`src/rtl/lab_MS_SV4_pack.sv`:
```
// Shared types for the lab_MS_SV4 ALU and its issuer: operand/result widths,
// opcode encoding and the packed instruction word.
package lab_MS_SV4_pack;
  localparam int DATA_W = 8;

  typedef logic [DATA_W-1:0]   data_x;
  typedef logic [2*DATA_W-1:0] data_y;

  // Codes 5..7 are unassigned and treated as illegal by consumers.
  typedef enum logic [2:0] {
    ADD = 3'd0,
    SUB = 3'd1,
    MUL = 3'd2,
    DIV = 3'd3,
    VAR = 3'd4
  } opc_t;

  typedef struct packed {
    opc_t  opc;
    data_x op_a;
    data_x op_b;
  } INST_t;
endpackage

```
`src/rtl/lab_ms_sv4_issuer.sv`:
```
// Sequential front-end for the combinational lab_MS_SV4 ALU: buffers commands in a
// FIFO, issues them one at a time and returns tagged results over valid/ready.
module lab_ms_sv4_issuer
  import lab_MS_SV4_pack::*;
#(
  parameter int DEPTH = 4,
  parameter int TAG_W = 4
) (
  input  logic                     clk,
  input  logic                     rst,
  input  logic                     cmd_valid,
  output logic                     cmd_ready,
  input  INST_t                    cmd_inst,
  output INST_t                    INST,
  input  data_y                    ALU_out,
  output logic                     res_valid,
  input  logic                     res_ready,
  output data_y                    res_data,
  output logic                     res_err,
  output logic [TAG_W-1:0]         res_tag,
  output logic [$clog2(DEPTH):0]   fifo_level
);

  localparam int AW = $clog2(DEPTH);
  localparam int LW = AW + 1;

  typedef enum logic [1:0] {S_IDLE, S_ISSUE, S_RESP} state_t;

  INST_t             r_mem [DEPTH];
  logic [AW-1:0]     r_wptr;
  logic [AW-1:0]     r_rptr;
  logic [LW-1:0]     r_level;
  state_t            r_state;
  state_t            w_state_nxt;
  logic              r_res_valid;
  data_y             r_res_data;
  logic              r_res_err;
  logic [TAG_W-1:0]  r_res_tag;
  logic              w_push;
  logic              w_pop;
  logic              w_hs;
  logic              w_nonempty;

  function automatic logic f_zero_div(input INST_t i);
    return ((i.opc == DIV) || (i.opc == VAR)) && (i.op_b == '0);
  endfunction

  function automatic logic f_bad_opc(input opc_t o);
    logic bad;
    case (o)
      ADD, SUB, MUL, DIV, VAR: bad = 1'b0;
      default:                 bad = 1'b1;
    endcase
    return bad;
  endfunction

  assign w_nonempty = (r_level != '0);
  assign cmd_ready  = (r_level < LW'(DEPTH));
  assign w_push     = cmd_valid && cmd_ready;
  assign w_pop      = (r_state == S_ISSUE);
  assign w_hs       = r_res_valid && res_ready;
  assign INST       = w_nonempty ? r_mem[r_rptr] : '0;

  assign res_valid  = r_res_valid;
  assign res_data   = r_res_data;
  assign res_err    = r_res_err;
  assign res_tag    = r_res_tag;
  assign fifo_level = r_level;

  // Storage is data only; occupancy is tracked by the pointers and level.
  always_ff @(posedge clk) begin
    if (w_push) begin
      r_mem[r_wptr] <= cmd_inst;
    end
  end

  always_ff @(posedge clk) begin
    if (rst) begin
      r_wptr  <= '0;
      r_rptr  <= '0;
      r_level <= '0;
    end else begin
      if (w_push) r_wptr <= r_wptr + AW'(1);
      if (w_pop)  r_rptr <= r_rptr + AW'(1);
      case ({w_push, w_pop})
        2'b10:   r_level <= r_level + LW'(1);
        2'b01:   r_level <= r_level - LW'(1);
        default: r_level <= r_level;
      endcase
    end
  end

  always_ff @(posedge clk) begin
    if (rst) r_state <= S_IDLE;
    else     r_state <= w_state_nxt;
  end

  // A push landing on the handshake edge counts toward the non-empty test.
  always_comb begin
    w_state_nxt = r_state;
    case (r_state)
      S_IDLE:  if (w_nonempty) w_state_nxt = S_ISSUE;
      S_ISSUE: w_state_nxt = S_RESP;
      S_RESP:  if (w_hs) w_state_nxt = (w_nonempty || w_push) ? S_ISSUE : S_IDLE;
      default: w_state_nxt = S_IDLE;
    endcase
  end

  always_ff @(posedge clk) begin
    if (rst) begin
      r_res_valid <= 1'b0;
      r_res_data  <= '0;
      r_res_err   <= 1'b0;
      r_res_tag   <= '0;
    end else if (r_state == S_ISSUE) begin
      r_res_data  <= f_zero_div(INST) ? '0 : ALU_out;
      r_res_err   <= f_zero_div(INST) || f_bad_opc(INST.opc);
      r_res_valid <= 1'b1;
    end else if (w_hs) begin
      r_res_valid <= 1'b0;
      r_res_tag   <= r_res_tag + TAG_W'(1);
    end
  end

endmodule
```
`config.mk`:
```
export PLATFORM = sky130hd
export DESIGN_NAME = lab_ms_sv4_issuer
export DESIGN_NICKNAME = d
export VERILOG_FILES = /design/src/rtl/lab_MS_SV4_pack.sv /design/src/rtl/lab_ms_sv4_issuer.sv
export SDC_FILE = /design/constraint.sdc
export NUM_CORES = 1
export LEC_CHECK = 0
export ABC_AREA = 1
export BUFFER_PORTS_ARGS = -buffer_cell sky130_fd_sc_hd__buf_4
export CAP_MARGIN = 25
export CORE_MARGIN = 2
export CORE_UTILIZATION = 40
export DETAILED_ROUTE_END_ITERATION = 12
export GPL_ROUTABILITY_DRIVEN = 0
export SLEW_MARGIN = 20
export SYNTH_ARGS = -nofsm -noshare
export SYNTH_HDL_FRONTEND = slang
export SYNTH_SLANG_ARGS = --single-unit
```
`constraint.sdc`:
```
create_clock -name clk -period 2.2 [get_ports clk]
set_input_delay 0.22 -clock clk [delete_from_list [all_inputs] [get_ports clk]]
set_output_delay 0.22 -clock clk [all_outputs]
set_load 0.02 [all_outputs]
```
Yosys cells after proc, flatten, opt, wreduce, memory -nomap -nowiden
Memories as Yosys holds them, arrays and structs flattened. A register that Yosys moved wholly into a read port is not among the register bits.
Cells that the tools add are included.
{"block": "word_totals", "reg_bits": 31, "mem_bits_rw": 76, "in_bits": 39, "output_inout_bits": 45, "elab_cells": 57, "mem_count": 1}
{"block": "op_classes", "n_addsub": 5, "order_cmp": 1, "eq_ne": 10, "muxes": 16, "n_bitwise": 1, "n_reduce_logical": 15}
{"memory": "r_mem", "words": 4, "word_bits": 19, "rd": 1, "rd_ports_with_merged_regs": 1, "write_ports": 1, "line_no": "lab_ms_sv4_issuer.sv:29", "rtl": "INST_t r_mem [DEPTH];"}
{"operator": "two-way mux 19 bit", "count": 1}
{"operator": "two-way mux 16 bit", "count": 1}
{"operator": "logical NOT 8 bit", "count": 1}
{"operator": "two-way mux 1 bit", "count": 8}
{"operator": "two-way mux 2 bit", "count": 4}
{"operator": "== test 3 x 2 -> 1 bit (second input constant)", "count": 2}
{"operator": "case mux 2 bit (3 select lines)", "count": 1}
{"operator": "case mux 3 bit (2 select lines)", "count": 1}
{"operator": "OR reduction 5 bit", "count": 1}
{"operator": "adder 2 x 1 -> 2 bit (second input constant)", "count": 2}
{"operator": "adder 4 x 1 -> 4 bit (second input constant)", "count": 1}
{"operator": "== test 2 x 1 -> 1 bit (second input constant)", "count": 2}
{"operator": "== test 2 bit (second input constant)", "count": 2}
{"operator": "!= test 2 bit (second input constant)", "count": 2}
{"operator": "AND reduction 2 bit", "count": 2}
{"operator": "nonzero test 2 bit", "count": 2}
{"operator": "adder 3 x 1 -> 3 bit (second input constant)", "count": 1}
{"operator": "== test 3 x 1 -> 1 bit (second input constant)", "count": 1}
{"operator": "== test 3 bit (second input constant)", "count": 1}
{"operator": "logical AND 1 bit", "count": 3}
{"operator": "logical NOT 3 bit", "count": 1}
{"operator": "logical OR 1 bit", "count": 3}
{"operator": "less-than comparator 3 bit (second input constant)", "count": 1}
{"operator": "nonzero test 3 bit", "count": 1}
{"operator": "3 further kinds", "count": 3}

Longest topological paths before layout
{"block": "logic_depth", "ltp_word": 8, "ltp_mapped": 14, "ltp_nobuf": 12}

Least setup slack after synthesis
No wires, ideal clock.
{"block": "synth_path", "path_type": "register to register", "start": "register r_level[2] (netlist: fifo_level[2])", "end": "memory r_mem[0][0] in the netlist's numbering (enable)", "setup_ns": 0.395, "arrival_ns": 1.671, "t_required_ns": 1.805, "setup_slack_ns": 0.135, "path_stages_with_launch": 4, "path_buffers": 0, "synth_period_minus_slack_ns": 2.065, "path_cell_list": "dfxtp_1 > inv_1 > nand2_1 > nor2_1"}
{"block": "synth_between", "elab_chain_len": 4}
{"element": "start, declared", "line_no": "lab_ms_sv4_issuer.sv:32", "rtl": "logic [LW-1:0] r_level;"}
{"element": "start signal, assigned", "line_no": "lab_ms_sv4_issuer.sv:86", "rtl": "2'b10: r_level <= r_level + LW'(1);"}
{"element": "start signal, assigned", "line_no": "lab_ms_sv4_issuer.sv:87", "rtl": "2'b01: r_level <= r_level - LW'(1);"}
{"element": "start signal, assigned", "line_no": "lab_ms_sv4_issuer.sv:88", "rtl": "default: r_level <= r_level;"}
{"element": "less-than comparator 3 bit", "line_no": "lab_ms_sv4_issuer.sv:58", "rtl": "assign cmd_ready = (r_level < LW'(DEPTH));"}
{"element": "net cmd_ready", "line_no": "lab_ms_sv4_issuer.sv:12", "rtl": "output logic cmd_ready,"}
{"element": "logical AND 1 bit", "line_no": "lab_ms_sv4_issuer.sv:59", "rtl": "assign w_push = cmd_valid && cmd_ready;"}
{"element": "two-way mux 1 bit", "line_no": "lab_ms_sv4_issuer.sv:72", "rtl": "if (w_push) begin"}
{"element": "two-way mux 1 bit (implied by the code)", "line_no": "lab_ms_sv4_issuer.sv:73", "rtl": "r_mem[r_wptr] <= cmd_inst;"}
{"element": "end, declared", "line_no": "lab_ms_sv4_issuer.sv:29"}
The timed path passes the listed nets, and every way through them passes these cells.

==> impl_metrics.csv <==
group,metric,value,unit
synth,syn_nets,529,
sta,period_minus_slack,2.032,ns
die,die_w,111.0,µm
sta,slew_viol_final,0,
clock_network,h-tree-depth,3,
synth,ys_top_cells_by_count,"nand2_1, edfxtp_1, nor2_1",
global_routing,grt_pass1_wl,15620,µm
clock_network,path_clk_slew,0.07,ns
cells_and_area,num_antenna_cells,0,
critical_path,r2r-start,"fifo_level[2]",
die,pin_count,84,
drt,routedWlPerCell,13.18,µm
clock_network,clock_latency,0.34,ns
critical_path,cp.arrival,1.81,ns
clock_network,postCtsSetupBuffers,0,
cells_and_area,post-route-util,0.5048,
run,cap_violations,0,
clock_network,cts_buffer_depth,2,
power,p_comb_frac,0.361,
critical_path,required,1.98,ns
critical_path,criticalPathCategory,"flip-flop to primary output",
global_routing,grtUsageMet1,0.1943,
critical_path,path_max_fanout,21,
clock_network,cts_buffers,9,
die,die_area,12310,µm²
synth,synth-main-ff-cell,"edfxtp_1",
drt,vias,3365,
clock_network,cts-root-buf,"clkbuf_16",
synth,yosysWarnings,0,
cells_and_area,drive_gt1_frac,0.1944,
cells_and_area,fill_cells,1061,
sta,fin_ws,0.1679,ns
sta,tns,0,ns
sta,grt_setup_unrepaired,"false",
synth,ys_ff_latch,109,
synth,synth.most_common_cell,"nand2_1",
placement,port_buffers,83,
synth,syn_inst,483,
die,die_height,111.0,µm
synth,synthArstFlopShare,0,
power,pwr-share-clk,0.252,
die,fp-row-count,39,
sta,finClkSkew,0.004195,ns
drt,drc,0,
critical_path,endpoint_kind,"primary output",
power,vdd_drop_max,0.5893,mV
power,internal_power,4354,µW
global_routing,grtUsageMet3,0.04538,
sta,finalSetupViolations,0,
power,leakagePower,0.002503,µW
cells_and_area,nets,617,
synth,ys_seq_area_frac,0.6432,
sta,fmax,492.1,MHz
power,p_sw_frac,0.3526,
power,netSwitchingPower,2371,µW
drt,first_iter_violations,173,
drt,wl,9477,µm
global_routing,grt_util_all_layers,0.1613,
global_routing,antenna_found_initial,0,
synth,synth.avg_cell_area,9.473,µm²
die,start_util,0.4059,
placement,pre_cts_slack,0.1868,ns
drt,ant_nets,0,
drt,vias_per_cell,4.680,
power,seq_power_share,0.387,
synth,synth_edf_count,76,
min_path,hold_start,"cmd_inst[3]",
clock_network,hold_buffers,0,
sta,finalHoldViolCount,0,
drt,drt_first_pass_iters,4,
synth,synth_top_cell_area_share,0.4988,
clock_network,cts_sinks,109,
synth,yosys.area.top_type,"edfxtp_1",
power,finalPower,6725,µW
global_routing,busiest_layer,"met2",
synth,synthesis.area,4576,µm²
cells_and_area,area_growth_syn_to_layout,24.36,%
placement,place_hpwl,6279,µm
synth,ys_types,25,
global_routing,grt_max_degree,30,
sta,tightest_slew,0.4710,ns
global_routing,grt_overflow,0,
critical_path,worstSetupStartpointType,"flip-flop",
global_routing,grt_pass1_vias,3251,
global_routing,grt_use_met2,0.2773,
min_path,hp-class,"input pin to flip-flop",
sta,fin_crit_sh,0.9237,
die,core_region_area,11270,µm²
outcome,status,"finished clean",
sta,relSlewSlack,0.6857,
synth,synth.area.top_cells,"edfxtp_1, dfxtp_1, nand2_1",
clock_network,cts_tree,"built",
power,power_density,1182,nW/µm²
==> power groups by stage <==
stage	sequential [µW]	clock [µW]	combinational, µW
CTS	2600	1740	2460
finish	2600	1690	2430
global placement	2640	0	2420
floorplan	2740	0	1440
global route	2630	1820	2730
detailed placement	2640	0	2450
==> logic make-up after synthesis <==
family,share of synthesized area
AND/OR/NAND/NOR,0.1794
flip-flops,0.6431
XOR/XNOR,0.001914
buffers and inverters,0.08067
adder cells (fa/ha/maj),0.02078
AO/OA/AOI/OAI,0.07411
==> final cells by class <==
class / instances / area [µm²] / share of cell area
inverter: 72 / 272.8 / 0.04793
tap: 143 / 178.9 / 0.03144
sequential: 109 / 2944 / 0.5174
timing repair buffer: 95 / 716.9 / 0.1260
clock inverter: 7 / 88.84 / 0.01561
multi-input combinational: 284 / 1264 / 0.2221
clock buffer: 9 / 225.2 / 0.03958
==> routing by layer <==
layer / vias up / wire, µm
met2: 68 / 4594
met4: 0 / 125
li1: 1723 / -
met1: 1563 / 4275
met3: 11 / 482
met5: - / 0
==> path summary, 6_finish.rpt <==
path,to,slack (ns),depth (start not counted)
setup / recovery,INST[8],0.17,7
hold / removal,r_mem[3][3],0.07,1
setup reg to reg,fifo_level[2],0.31,9
hold reg to reg,r_state[0],0.44,1
==> worst max-delay path, cell delays in order (launching register included) <==
cell and delay, ns:
dfxtp_2 0.40, buf_6 0.22, buf_4 0.24, nor2_1 0.07, nor2_1 0.08, o21ai_0 0.08
a21oi_1 0.20, buf_4 0.18
==> per-stage QoR <==
stage	hold WS (ns)	area, µm²	instances
5_1_grt	0.05865	5690	719
3_3_place_gp	0.4134	5369	703
2_1_floorplan	0.2974	4576	483
4_1_cts	0.05811	5683	719
6_report	0.07334	5690	719
3_5_place_dp	0.4239	5369	703
==> flip-flops by register name, summed over array words and instances, names as in the netlist, named ones only <==
name	count
res_data	16
res_valid	1
r_mem	76
r_wptr	2
r_state	2
r_rptr	2
res_err	1
res_tag	4
fifo_level	3
==> cell usage in the layout, fill, tap and decap left out, types with 5 or more instances in the layout <==
master / n
a21oi_1: 35
buf_4: 94
clkbuf_16: 9
clkinv_1: 5
dfxtp_1: 32
edfxtp_1: 76
ha_1: 6
inv_1: 69
nand2_1: 110
nand3_1: 21
nor2_1: 76
o21ai_0: 27
==> what timing repair did <==
item                       4_1_cts  5_1_grt
gates resized for setup          0        4
setup endpoints to repair        0       24
hold endpoints to repair         0        0
(Power assumes the default switching activity.)
